--- src/rtl/scalar_fu_arbiter_if.sv ---
// Request, scalar-FU and response bundle for scalar_fu_arbiter.
// The slave modport is the arbiter side; master is requesters plus the FU.
interface scalar_fu_arbiter_if #(
    parameter int NUM_REQ     = 4,
    parameter int DATA_WIDTH  = 8,
    parameter int ALUOP_WIDTH = 3
);
    localparam int ID_WIDTH = $clog2(NUM_REQ);

    logic [NUM_REQ-1:0]             req_valid;
    logic [NUM_REQ-1:0]             req_ready;
    logic [NUM_REQ*DATA_WIDTH-1:0]  req_a;
    logic [NUM_REQ*DATA_WIDTH-1:0]  req_b;
    logic [NUM_REQ*ALUOP_WIDTH-1:0] req_aluop;
    logic [DATA_WIDTH-1:0]          fu_a;
    logic [DATA_WIDTH-1:0]          fu_b;
    logic [ALUOP_WIDTH-1:0]         fu_aluop;
    logic [2*DATA_WIDTH-1:0]        fu_out;
    logic                           rsp_valid;
    logic                           rsp_ready;
    logic [ID_WIDTH-1:0]            rsp_id;
    logic [2*DATA_WIDTH-1:0]        rsp_data;
    logic                           rsp_err;

    modport master (
        output req_valid, req_a, req_b, req_aluop, fu_out, rsp_ready,
        input  req_ready, fu_a, fu_b, fu_aluop, rsp_valid, rsp_id, rsp_data, rsp_err
    );

    modport slave (
        input  req_valid, req_a, req_b, req_aluop, fu_out, rsp_ready,
        output req_ready, fu_a, fu_b, fu_aluop, rsp_valid, rsp_id, rsp_data, rsp_err
    );
endinterface

--- src/rtl/scalar_fu_arbiter.sv ---
// Round-robin sharing of one combinational scalar FU among NUM_REQ requesters.
// Define SCALAR_FU_ARB_OPCHK_EN to reject aluop codes above RSH with rsp_err.
module scalar_fu_arbiter #(
    parameter int NUM_REQ     = 4,
    parameter int DATA_WIDTH  = 8,
    parameter int ALUOP_WIDTH = 3
) (
    input  logic                 clk,
    input  logic                 rst,
    scalar_fu_arbiter_if.slave   bus
);
    localparam int ID_WIDTH  = $clog2(NUM_REQ);
    localparam int RES_WIDTH = 2 * DATA_WIDTH;
    localparam logic [ALUOP_WIDTH-1:0] ALUOP_ADD = ALUOP_WIDTH'(0);

    typedef enum logic [1:0] {
        ST_IDLE = 2'd0,
        ST_EXEC = 2'd1,
        ST_RESP = 2'd2
    } state_e;

    function automatic logic [ID_WIDTH-1:0] wrap_add(input logic [ID_WIDTH-1:0] base,
                                                     input int step);
        int sum;
        sum = int'(base) + step;
        sum = (sum >= NUM_REQ) ? (sum - NUM_REQ) : sum;
        return ID_WIDTH'(sum);
    endfunction

    state_e                  state_q, state_d;
    logic [ID_WIDTH-1:0]     rr_ptr_q, rr_ptr_d;
    logic [ID_WIDTH-1:0]     id_q, id_d;
    logic [DATA_WIDTH-1:0]   fu_a_q, fu_a_d;
    logic [DATA_WIDTH-1:0]   fu_b_q, fu_b_d;
    logic [ALUOP_WIDTH-1:0]  fu_aluop_q, fu_aluop_d;
    logic [RES_WIDTH-1:0]    rsp_data_q, rsp_data_d;
    logic                    rsp_valid_q, rsp_valid_d;
    logic                    err_q, err_d;

    logic                    grant_found_s;
    logic [ID_WIDTH-1:0]     grant_idx_s;
    logic [ID_WIDTH-1:0]     cand_s;
    logic [DATA_WIDTH-1:0]   sel_a_s;
    logic [DATA_WIDTH-1:0]   sel_b_s;
    logic [ALUOP_WIDTH-1:0]  sel_aluop_s;
    logic                    illegal_s;
    logic [NUM_REQ-1:0]      req_ready_s;

    // Round-robin search from rr_ptr_q upward with wrap; first valid requester wins.
    always_comb begin
        grant_found_s = 1'b0;
        grant_idx_s   = '0;
        cand_s        = '0;
        for (int k = 0; k < NUM_REQ; k++) begin
            cand_s = wrap_add(rr_ptr_q, k);
            if (!grant_found_s && bus.req_valid[cand_s]) begin
                grant_found_s = 1'b1;
                grant_idx_s   = cand_s;
            end else begin
                grant_idx_s   = grant_idx_s;
            end
        end
    end

    // Extract the granted requester's operand slices.
    always_comb begin
        sel_a_s     = '0;
        sel_b_s     = '0;
        sel_aluop_s = '0;
        for (int i = 0; i < NUM_REQ; i++) begin
            if (grant_idx_s == ID_WIDTH'(i)) begin
                sel_a_s     = bus.req_a[i*DATA_WIDTH +: DATA_WIDTH];
                sel_b_s     = bus.req_b[i*DATA_WIDTH +: DATA_WIDTH];
                sel_aluop_s = bus.req_aluop[i*ALUOP_WIDTH +: ALUOP_WIDTH];
            end else begin
                sel_a_s     = sel_a_s;
            end
        end
    end

`ifdef SCALAR_FU_ARB_OPCHK_EN
    localparam logic [ALUOP_WIDTH-1:0] ALUOP_MAX = ALUOP_WIDTH'(4);
    assign illegal_s = (sel_aluop_s > ALUOP_MAX);
`else
    assign illegal_s = 1'b0;
`endif

    // Next-state and grant logic; every register holds unless its state updates it.
    always_comb begin
        state_d     = state_q;
        rr_ptr_d    = rr_ptr_q;
        id_d        = id_q;
        fu_a_d      = fu_a_q;
        fu_b_d      = fu_b_q;
        fu_aluop_d  = fu_aluop_q;
        rsp_data_d  = rsp_data_q;
        rsp_valid_d = rsp_valid_q;
        err_d       = err_q;
        req_ready_s = '0;

        case (state_q)
            ST_IDLE: begin
                if (grant_found_s) begin
                    req_ready_s[grant_idx_s] = 1'b1;
                    id_d     = grant_idx_s;
                    rr_ptr_d = wrap_add(grant_idx_s, 1);
                    err_d    = illegal_s;
                    if (illegal_s) begin
                        fu_a_d     = '0;
                        fu_b_d     = '0;
                        fu_aluop_d = ALUOP_ADD;
                    end else begin
                        fu_a_d     = sel_a_s;
                        fu_b_d     = sel_b_s;
                        fu_aluop_d = sel_aluop_s;
                    end
                    state_d = ST_EXEC;
                end else begin
                    state_d = ST_IDLE;
                end
            end
            ST_EXEC: begin
                // An illegal op reports zero rather than whatever the FU makes of ADD 0,0.
                if (err_q) begin
                    rsp_data_d = '0;
                end else begin
                    rsp_data_d = bus.fu_out;
                end
                rsp_valid_d = 1'b1;
                state_d     = ST_RESP;
            end
            ST_RESP: begin
                if (bus.rsp_ready) begin
                    rsp_valid_d = 1'b0;
                    state_d     = ST_IDLE;
                end else begin
                    state_d     = ST_RESP;
                end
            end
            default: begin
                rsp_valid_d = 1'b0;
                state_d     = ST_IDLE;
            end
        endcase
    end

    // State and datapath registers with synchronous reset.
    always_ff @(posedge clk) begin
        if (rst) begin
            state_q     <= ST_IDLE;
            rr_ptr_q    <= '0;
            id_q        <= '0;
            fu_a_q      <= '0;
            fu_b_q      <= '0;
            fu_aluop_q  <= ALUOP_ADD;
            rsp_data_q  <= '0;
            rsp_valid_q <= 1'b0;
            err_q       <= 1'b0;
        end else begin
            state_q     <= state_d;
            rr_ptr_q    <= rr_ptr_d;
            id_q        <= id_d;
            fu_a_q      <= fu_a_d;
            fu_b_q      <= fu_b_d;
            fu_aluop_q  <= fu_aluop_d;
            rsp_data_q  <= rsp_data_d;
            rsp_valid_q <= rsp_valid_d;
            err_q       <= err_d;
        end
    end

    assign bus.req_ready = req_ready_s;
    assign bus.fu_a      = fu_a_q;
    assign bus.fu_b      = fu_b_q;
    assign bus.fu_aluop  = fu_aluop_q;
    assign bus.rsp_valid = rsp_valid_q;
    assign bus.rsp_id    = id_q;
    assign bus.rsp_data  = rsp_data_q;
`ifdef SCALAR_FU_ARB_OPCHK_EN
    assign bus.rsp_err   = err_q;
`else
    assign bus.rsp_err   = 1'b0;
`endif
endmodule

--- src/flat_wrapper.sv ---
// flat-port wrapper written by rule: the top's interface ports become plain ports
module scalar_fu_arbiter_flat 
#(
    parameter int NUM_REQ     = 4,
    parameter int DATA_WIDTH  = 8,
    parameter int ALUOP_WIDTH = 3
)
  (clk, rst, bus_req_valid, bus_req_a, bus_req_b, bus_req_aluop, bus_fu_out, bus_rsp_ready, bus_req_ready, bus_fu_a, bus_fu_b, bus_fu_aluop, bus_rsp_valid, bus_rsp_id, bus_rsp_data, bus_rsp_err);
  scalar_fu_arbiter_if #(.NUM_REQ(NUM_REQ), .DATA_WIDTH(DATA_WIDTH), .ALUOP_WIDTH(ALUOP_WIDTH)) bus_i ();
  input  logic clk;
  input  logic rst;
  input wire logic [$bits(bus_i.req_valid)-1:0] bus_req_valid;
  input wire logic [$bits(bus_i.req_a)-1:0] bus_req_a;
  input wire logic [$bits(bus_i.req_b)-1:0] bus_req_b;
  input wire logic [$bits(bus_i.req_aluop)-1:0] bus_req_aluop;
  input wire logic [$bits(bus_i.fu_out)-1:0] bus_fu_out;
  input wire logic [$bits(bus_i.rsp_ready)-1:0] bus_rsp_ready;
  output wire logic [$bits(bus_i.req_ready)-1:0] bus_req_ready;
  output wire logic [$bits(bus_i.fu_a)-1:0] bus_fu_a;
  output wire logic [$bits(bus_i.fu_b)-1:0] bus_fu_b;
  output wire logic [$bits(bus_i.fu_aluop)-1:0] bus_fu_aluop;
  output wire logic [$bits(bus_i.rsp_valid)-1:0] bus_rsp_valid;
  output wire logic [$bits(bus_i.rsp_id)-1:0] bus_rsp_id;
  output wire logic [$bits(bus_i.rsp_data)-1:0] bus_rsp_data;
  output wire logic [$bits(bus_i.rsp_err)-1:0] bus_rsp_err;
  assign bus_i.req_valid = bus_req_valid;
  assign bus_i.req_a = bus_req_a;
  assign bus_i.req_b = bus_req_b;
  assign bus_i.req_aluop = bus_req_aluop;
  assign bus_i.fu_out = bus_fu_out;
  assign bus_i.rsp_ready = bus_rsp_ready;
  assign bus_req_ready = bus_i.req_ready;
  assign bus_fu_a = bus_i.fu_a;
  assign bus_fu_b = bus_i.fu_b;
  assign bus_fu_aluop = bus_i.fu_aluop;
  assign bus_rsp_valid = bus_i.rsp_valid;
  assign bus_rsp_id = bus_i.rsp_id;
  assign bus_rsp_data = bus_i.rsp_data;
  assign bus_rsp_err = bus_i.rsp_err;
  scalar_fu_arbiter #(.NUM_REQ(NUM_REQ), .DATA_WIDTH(DATA_WIDTH), .ALUOP_WIDTH(ALUOP_WIDTH)) u_core (.clk(clk), .rst(rst), .bus(bus_i));
endmodule
--- config.mk ---
export PLATFORM = sky130hd
export DESIGN_NAME = scalar_fu_arbiter_flat
export DESIGN_NICKNAME = d
export VERILOG_FILES = /design/src/rtl/scalar_fu_arbiter_if.sv /design/src/rtl/scalar_fu_arbiter.sv /design/src/flat_wrapper.sv
export SDC_FILE = /design/constraint.sdc
export NUM_CORES = 1
export LEC_CHECK = 0
export ABC_AREA = 1
export CORE_UTILIZATION = 38
export DETAILED_ROUTE_END_ITERATION = 12
export HOLD_SLACK_MARGIN = 0.15
export PLACE_DENSITY_LB_ADDON = 0.15
export SLEW_MARGIN = 20
export SYNTH_ARGS = -nofsm -noshare
export SYNTH_HDL_FRONTEND = slang
export SYNTH_SLANG_ARGS = --single-unit
--- constraint.sdc ---
create_clock -name clk -period 2.99 [get_ports clk]
set_input_delay 0.4485 -clock clk [delete_from_list [all_inputs] [get_ports clk]]
set_output_delay 0.4485 -clock clk [all_outputs]
set_load 0.02 [all_outputs]
# After elaboration in Yosys (flattened, before gate mapping)
# Index checks and enable logic that the tools add are counted.
# op_classes
addsub	9
order_cmp	11
n_eq_ne	6
mux	42
n_bitwise	1
n_reduce_logical	11
# op_table
cell	count
2-to-1 mux 8 bit	8
2-to-1 mux 2 bit	10
< comparator 2 x 3 -> 1 bit (second input constant)	5
greater-or-equal comparator 3 bit (second input constant)	4
2-to-1 mux 3 bit	4
2-to-1 mux 1 bit	11
subtractor 2 x 1 -> 2 bit (second input constant)	5
binary-select mux 1 bit (select 2 bit)	4
2-to-1 mux 4 bit	2
adder 2 x 1 -> 3 bit (second input constant)	2
adder 2 x 2 -> 3 bit (second input constant)	2
== test 2 bit (second input constant)	3
case mux 2 bit (3 select lines)	1
== test 2 x 1 -> 1 bit (second input constant)	2
logical AND 1 bit	4
logical NOT 2 bit	2
AND reduction 2 bit	2
greater-or-equal comparator 2 x 3 -> 1 bit (second input constant)	1
logical NOT 1 bit	3
case mux 1 bit (3 select lines)	1
demux 1 bit (select 2 bit)	1
greater-or-equal comparator 2 x 1 -> 1 bit (second input constant)	1
inequality test 2 bit (second input constant)	1
NOT 1 bit	1
# totals
reg_bits	42
in_bits	99
output_inout_bits	43
elab_cells	88

# Longest topological paths before layout
# Gate-level depths: netlist of the first run.
# logic_depth
ltp_word	20
ltp_mapped	21
mapped_depth_nobuf	19

# Worst setup path before layout of the first run
# No wires, ideal clock.
# synth_timing
kind	in2out
start	input port bus_req_valid[3]
end	output port bus_req_ready[1]
arrival_time_ps	2041
t_required_ps	2542
setup_slack_ps	500
path_stages	13
n_path_buf	1
cell_sequence	inv_1 > nand2_1 > nand3_1 > nand2_1 > inv_1 > nand2_1 > nand2_1 > nand2_1 > a21oi_1 > ha_1 > clkbuf_1 > inv_1 > nor2_1
# synth_between
elab_chain_len	18
elab_cells_between_ends	29
classes_between	2 x order compare; 20 x mux; 7 x reduce/logical
# synth_lines
item	line	rtl
start, declared	flat_wrapper.sv:12	input wire logic [$bits(bus_i.req_valid)-1:0] bus_req_valid;
binary-select mux 1 bit (select 2 bit)	scalar_fu_arbiter.sv:56	if (!grant_found_s && bus.req_valid[cand_s]) begin
2-to-1 mux 1 bit (not written as such)	scalar_fu_arbiter.sv:56	
2-to-1 mux 1 bit	scalar_fu_arbiter.sv:56	
logical NOT 1 bit	scalar_fu_arbiter.sv:56	
logical AND 1 bit	scalar_fu_arbiter.sv:56	
2-to-1 mux 1 bit	scalar_fu_arbiter.sv:56	
logical NOT 1 bit	scalar_fu_arbiter.sv:56	
logical AND 1 bit	scalar_fu_arbiter.sv:56	
[... 3 more ...]	--	
2-to-1 mux 2 bit (*)	scalar_fu_arbiter.sv:56	
named net u_core.grant_idx_s[0]	scalar_fu_arbiter.sv:41	logic [ID_WIDTH-1:0] grant_idx_s;
< comparator 2 x 3 -> 1 bit (not written as such) / greater-or-equal comparator 2 x 1 -> 1 bit (equally long branches)	scalar_fu_arbiter.sv:104	req_ready_s[grant_idx_s] = 1'b1;
logical AND 1 bit (not written as such)	scalar_fu_arbiter.sv:104	
2-to-1 mux 1 bit (not written as such)	scalar_fu_arbiter.sv:104	
demux 1 bit (select 2 bit) (*)	--	
2-to-1 mux 4 bit (*)	scalar_fu_arbiter.sv:103	if (grant_found_s) begin
2-to-1 mux 4 bit (*)	scalar_fu_arbiter.sv:101	case (state_q)
end, declared	flat_wrapper.sv:18	output wire logic [$bits(bus_i.req_ready)-1:0] bus_req_ready;
# The timed path passes the listed nets; every way through them passes the cells marked *. The select of a mux whose other input is x is not followed.

# Final worst setup path of the first run
# layout_timing
start	input port bus_req_valid[3]
end	output port bus_req_ready[0]
# layout_between
elab_chain_len	18
elab_cells_between_ends	29
classes_between	2 x order compare; 20 x mux; 7 x reduce/logical
# layout_lines
item	line
binary-select mux 1 bit (select 2 bit)	scalar_fu_arbiter.sv:56
2-to-1 mux 1 bit (not written as such)	scalar_fu_arbiter.sv:56
2-to-1 mux 1 bit	scalar_fu_arbiter.sv:56
logical NOT 1 bit	scalar_fu_arbiter.sv:56
logical AND 1 bit	scalar_fu_arbiter.sv:56
2-to-1 mux 1 bit	scalar_fu_arbiter.sv:56
logical NOT 1 bit	scalar_fu_arbiter.sv:56
logical AND 1 bit	scalar_fu_arbiter.sv:56
[... 2 more ...]	--
logical AND 1 bit	scalar_fu_arbiter.sv:56
2-to-1 mux 2 bit	scalar_fu_arbiter.sv:56
< comparator 2 x 3 -> 1 bit (not written as such) / greater-or-equal comparator 2 x 1 -> 1 bit (equally long branches)	scalar_fu_arbiter.sv:104
logical AND 1 bit (not written as such)	scalar_fu_arbiter.sv:104
2-to-1 mux 1 bit (not written as such)	scalar_fu_arbiter.sv:104
demux 1 bit (select 2 bit)	--
2-to-1 mux 4 bit (*)	scalar_fu_arbiter.sv:103
2-to-1 mux 4 bit (*)	scalar_fu_arbiter.sv:101
# Mark *: on every way between the ends. The rest lies on a longest branch, timed or not. The select of a mux whose other input is x is not followed.

==> results of run 1 <==
## per-stage QoR
step | TNS [ns] | utilization
finish | 0 | 0.672
detailed placement | -6.29 | 0.652
global route | -0.0726 | 0.672
global placement | -5.46 | 0.652
CTS | -0.0369 | 0.668
floorplan | 0 | -
## kinds of logic after synthesis
group / synth area share
AO/OA/AOI/OAI: 0.207
AND/OR/NAND/NOR: 0.339
adder cells (fa/ha/maj): 0.0204
flip-flops: 0.343
other: 0.00153
buffers and inverters: 0.0884
## flip-flops by register name (all words and copies together) (netlist names)
name                  count
u_core.bus.rsp_valid      1
u_core.bus.rsp_data      16
u_core.state_q            2
u_core.bus.fu_aluop       3
u_core.bus.fu_a           8
u_core.bus.fu_b           8
u_core.rr_ptr_q           2
u_core.bus.rsp_id         2
## metal layers
layer | GRT usage | wire length, µm | share of wire
met1 | 0.256 | 3080 | 0.43
met2 | 0.377 | 3570 | 0.50
met3 | 0.0451 | 450 | 0.062
met4 | 0.0772 | 111 | 0.015
met5 | 0 | 0 | 0
## worst paths after layout
| path | startpoint | to | slack (ns) | cells past startpoint |
|---|---|---|---|---|
| min | u_core.bus.fu_a[0] | u_core.bus.fu_a[0] | 0.49 | 2 |
| min reg2reg | u_core.bus.fu_a[0] | u_core.bus.fu_a[0] | 0.49 | 2 |
| max reg2reg | u_core.rr_ptr_q[1] | u_core.bus.fu_aluop[2] | 0.42 | 19 |
| max | bus_req_valid[3] | bus_req_ready[0] | 0.17 | 15 |
## area by class of cell
class	count	area, µm²
clock buffer	5	68.8
multi-input combinational	297	1420
timing repair buffer	159	1540
inverter	21	86.3
clock inverter	3	21.3
tap	75	93.8
fill	586	1990
sequential	42	842
## timing repair
item                                    4_1_cts  5_1_grt
endpoints found under the setup margin       14       23
pin swaps                                     0        1
setup buffers                                 0        1
gates resized for setup                      10       14
## worst max-delay path, delay by kind of cell
| family | cells | cell delay (ns) |
|---|---|---|
| and+or+nand+nor | 8 | 0.70 |
| buffers and inverters | 6 | 1.06 |
| adders and majority gates | 1 | 0.17 |
## layout by cell type (no fill, tap or decap), drive strengths merged
cell,count
nand2,96
o21ai,76
nand3,9
inv,20
clkbuf,8
nor2,85
clkdlybuf4s50,136
dfxtp,42
clkinvlp,1
clkinv,3
ha,4
conb,1
nor3,1
buf,20
nand3b,1
a21oi,24
## power by group
| part | switching, W | total [W] | internal, W | leakage (nW) |
|---|---|---|---|---|
| logic | 0.00192 | 0.00331 | 0.00139 | 1.35 |
| registers | 0.000132 | 0.000902 | 0.000769 | 0.348 |
| clock network | 0.000204 | 0.000368 | 0.000164 | 0.0441 |
| total | 0.00226 | 0.00458 | 0.00232 | 1.74 |
==> impl_metrics.toml, run 1 <==
[finish]
fin_area_um2 = 4070
antenna_cells = 0
instances_no_fill = 602
area_delta_synth_final_pct = 66.4
nNetsFinal = 629
drive_gt1_frac = 0.135

[synthesis]
syn_area_per_cell_um2 = 6.39
syn-num-nets = 486
async_reset_ff_frac = 0
yosys.area.top_type_share = 0.343
yosysWarnings = 0
synth_commonest_cells = "90 x nand2_1, 64 x nor2_1, 61 x o21ai_0"
synthesis.area_um2 = 2450
netlist_top_cells_area = "dfxtp_1 34%, nand2_1 14%, o21ai_0 12%, nor2_1 9.8%, nor2_2 5.1%"
synthCells = 383
ys_ff_latch = 42
synth_top_cell_by_area = "dfxtp_1"
synth_cell_types = 27
synth_enable_flop_cells = 0
synthMostInstantiatedCell = "nand2_1"
yosysSeqAreaShare = 0.343
ys.flop_type = "dfxtp_1"

[drt]
drcViolationCount = 0
vias = 2851
dr.pass1.iters = 4
drt-initial-drc-count = 84
viasPerCell = 4.74
wire_per_inst_um = 12.0
wl_um = 7220
drtAntennaViolNets = 0

[floorplanning]
die_h_um = 82.3
die_w_um = 82.3
core-area_um2 = 6060
io_pins = 142
dieArea_um2 = 6770
start_util = 0.404
std_cell_rows = 28

[place]
place_ws_ns = -0.370
io_buffer_count = 140
postPlaceCellArea_um2 = 3950
dp_cells = 593
dp_hpwl_um = 5700
routabilityCongestion = 0.859

[sta]
hold_viol = 0
fin_skew_ns = 0.00349
whs_ns = 0.492
drv_slew = 0
rsz0062_at_grt = "yes"
fin_ws_ns = 0.169
setup_viol = 0
fin_crit_sh = 0.943
fin_crit_ns = 2.82
max_freq_mhz = 355

[setup_path]
crit_chain = "clkdlybuf4s50_1, inv_1, nand2_1, nand3_1, nand2_1, buf_4, nor2_4, nand3_1, nand3_1, nand2_2, buf_4, ha_1, inv_1, nor2_1, clkbuf_2"
cpMostUsedCell = "nand3_1"
slowest_delay_ns = 0.42
critPathRequiredTime_ns = 2.54
cp_max_fo = 4
cp_slowest_cell = "clkdlybuf4s50_1"
end_kind = "output port"
worstPathArrival_ns = 2.37
crit_type = "input pin to output port"
start_kind = "input pin"

[outcome]
outcome = "completed"

[global_route]
grt_max_degree = 39
grt_first_pass_wirelength_um = 11100
grt_overflow = 0
grt_pass1_vias = 2523
antenna_found_initial = 0
groute.usage.overall = 0.215

[clock_tree]
cts_root_buf = "clkbuf_8"
hold_buffers = 0
cts_tree = "done"
cts_sinks = 42
htreeDepth = 2
cts_buffers = 5
insertion_delay_ns = 0.29
clock_path_buffers = 2
path_clk_slew_ns = 0.08

[run]
max_cap_viol_count = 0

[power_and_ir_drop]
leakage_nw = 1.74
power_density_nw_per_um2 = 1120
p_total_w = 0.00458
power.ir.vdd_worst_mv = 0.770

[hold_path]
min_path_type = "flop to flop"
Power figures use the tool's default switching activity.
==> run 2, diff against run 1 <==
--- a/config.mk
+++ b/config.mk
@@ -11,4 +11,5 @@
 export HOLD_SLACK_MARGIN = 0.15
 export PLACE_DENSITY_LB_ADDON = 0.15
+export SETUP_SLACK_MARGIN = 0.2
 export SLEW_MARGIN = 20
 export SYNTH_ARGS = -nofsm -noshare
==> constraint.sdc (replaced) <==
create_clock -name clk -period 2.99 [get_ports clk]
set_input_delay 0.4485 -clock clk [delete_from_list [all_inputs] [get_ports clk]]
set_output_delay 0.4485 -clock clk [all_outputs]
set_load 0.005 [all_outputs]
==> run 2 against run 1 <==
Worst setup slack better by 0.14 ns. Sequential cell count stayed put. Non-clock buffer count is 3 higher. Largest power group unchanged.
==> impl_metrics.toml, run 2 (synthesis results as in run 1) <==
[outcome]
outcome = "completed"

[setup_path]
cp_max_fo = 3
critPathRequiredTime_ns = 2.54
reg2reg_slack_ns = 0.46
r2r_start = "u_core.rr_ptr_q[1]"
worstPathArrival_ns = 2.23
end_kind = "output port"
crit_type = "input pin to output port"
r2r_cells = 18
start_kind = "input pin"
worstSetupStartpoint = "bus_req_valid[1]"
rr_endpoint = "u_core.bus.fu_b[7]"

[clock_tree]
insertion_delay_ns = 0.29
cts_buffers = 5
cts_tree = "done"
clock_path_buffers = 2
hold_buffers = 0
cts_root_buf = "clkbuf_8"
htreeDepth = 2
cts_sinks = 42
path_clk_slew_ns = 0.08

[hold_path]
min_path_type = "flop to flop"
min_path_cells = 1
holdPathEnd = "u_core.bus.rsp_valid"
hp-start = "u_core.state_q[1]"

[drt]
drtAntennaViolNets = 0
viasPerCell = 4.79
dr.pass1.iters = 4
wire_per_inst_um = 12.7
wl_met2_um = 3910
drcViolationCount = 0
drt-initial-drc-count = 74
top_layer_used = "met4"
dr_wl_met3_um = 544
wl_met1_um = 3080
vias = 2897
wl_um = 7670

[sta]
fin_crit_sh = 0.897
setup_viol = 0
rsz0062_at_grt = "yes"
fin_crit_ns = 2.68
fin_skew_ns = 0.00572
drv_slew = 0
max_freq_mhz = 373
hold_viol = 0

[power_and_ir_drop]
power.ir.vdd_worst_mv = 0.840
leakage_nw = 1.82
power_density_nw_per_um2 = 1090

[floorplanning]
io_pins = 142
start_util = 0.404
die_w_um = 82.3
dieArea_um2 = 6770
die_h_um = 82.3
std_cell_rows = 28
core-area_um2 = 6060

[place]
io_buffer_count = 140
postPlaceCellArea_um2 = 3930
dp_hpwl_um = 5730
routabilityCongestion = 0.881
dp_cells = 590

[finish]
final_common_cell = "clkdlybuf4s50_1"
final_cell_mix = "133 x clkdlybuf4s50_1, 80 x nand2_1, 61 x nor2_1"
fin_area_um2 = 4270
final_util = 0.704
antenna_cells = 0
drive_gt1_frac = 0.192
largest_reg_flops = 16
nNetsFinal = 632
area_delta_synth_final_pct = 74.2
instances_no_fill = 605

[global_route]
grt_pass1_vias = 2783
grt_max_degree = 39
antenna_found_initial = 0
groute.usage.overall = 0.232
grt_first_pass_wirelength_um = 12100
grt_overflow = 0

[run]
max_cap_viol_count = 0
run 2: through the flow:
step           setup TNS (ns)  worst slack [ns]  total power, W  hold WS, ns
6_report                    0             0.308         0.00467        0.486
5_1_grt                     0             0.176         0.00515        0.497
4_1_cts                     0             0.155         0.00450        0.484
3_5_place_dp            -5.77            -0.338         0.00384        0.468
3_3_place_gp            -4.07            -0.244         0.00381        0.460
2_1_floorplan               0             0.590         0.00282        0.447
run 2: worst max path at each step:
stage,depth (start not counted),slack (ns),end
floorplan,19,0.59,u_core.bus.fu_aluop[0]
global placement,18,-0.24,u_core.bus.fu_a[0]
detailed placement,18,-0.34,u_core.bus.fu_a[2]
CTS,15,0.16,bus_req_ready[2]
global route,20,0.18,u_core.bus.fu_b[3]
finish,13,0.31,bus_req_ready[1]
run 2: final cells by class:
type                    instances  area [µm²]
clock buffers                   6        72.6
fillers                       507        1790
inverters                      21        88.8
clock inverters                 2        37.5
well taps                      75        93.8
repair buffers                162        1560
flip-flops and latches         42         846
multi-input cells             297        1570
run 2: repair_timing:
item | in CTS | in global routing
endpoints found under the setup margin | 23 | 23
resized for setup | 30 | 45
endpoints found under the hold margin | 0 | 0
buffers inserted | 6 | 1
pin swaps | 4 | 11
run 2: where the power goes:
| group | switching [W] | internal [W] |
|---|---|---|
| sequential | 0.000135 | 0.000772 |
| clock | 0.000196 | 0.000249 |
| combinational | 0.00183 | 0.00148 |
run 2: worst max-delay path, cell delays in order:
cell             delay (ns)
clkdlybuf4s50_1        0.48
inv_1                  0.05
nand2_2                0.09
nand3_2                0.11
nand2_4                0.10
nand3_2                0.09
nand3_2                0.08
nand2_2                0.07
a21oi_4                0.18
ha_4                   0.16
inv_1                  0.04
nor2_2                 0.12
clkdlybuf4s15_1        0.22
run 2: per-layer routing:
layer	GRT usage	vias up
met5	0	-
met3	0.0582	14
met4	0.0807	0
met2	0.431	112
li1	-	1518
met1	0.252	1253
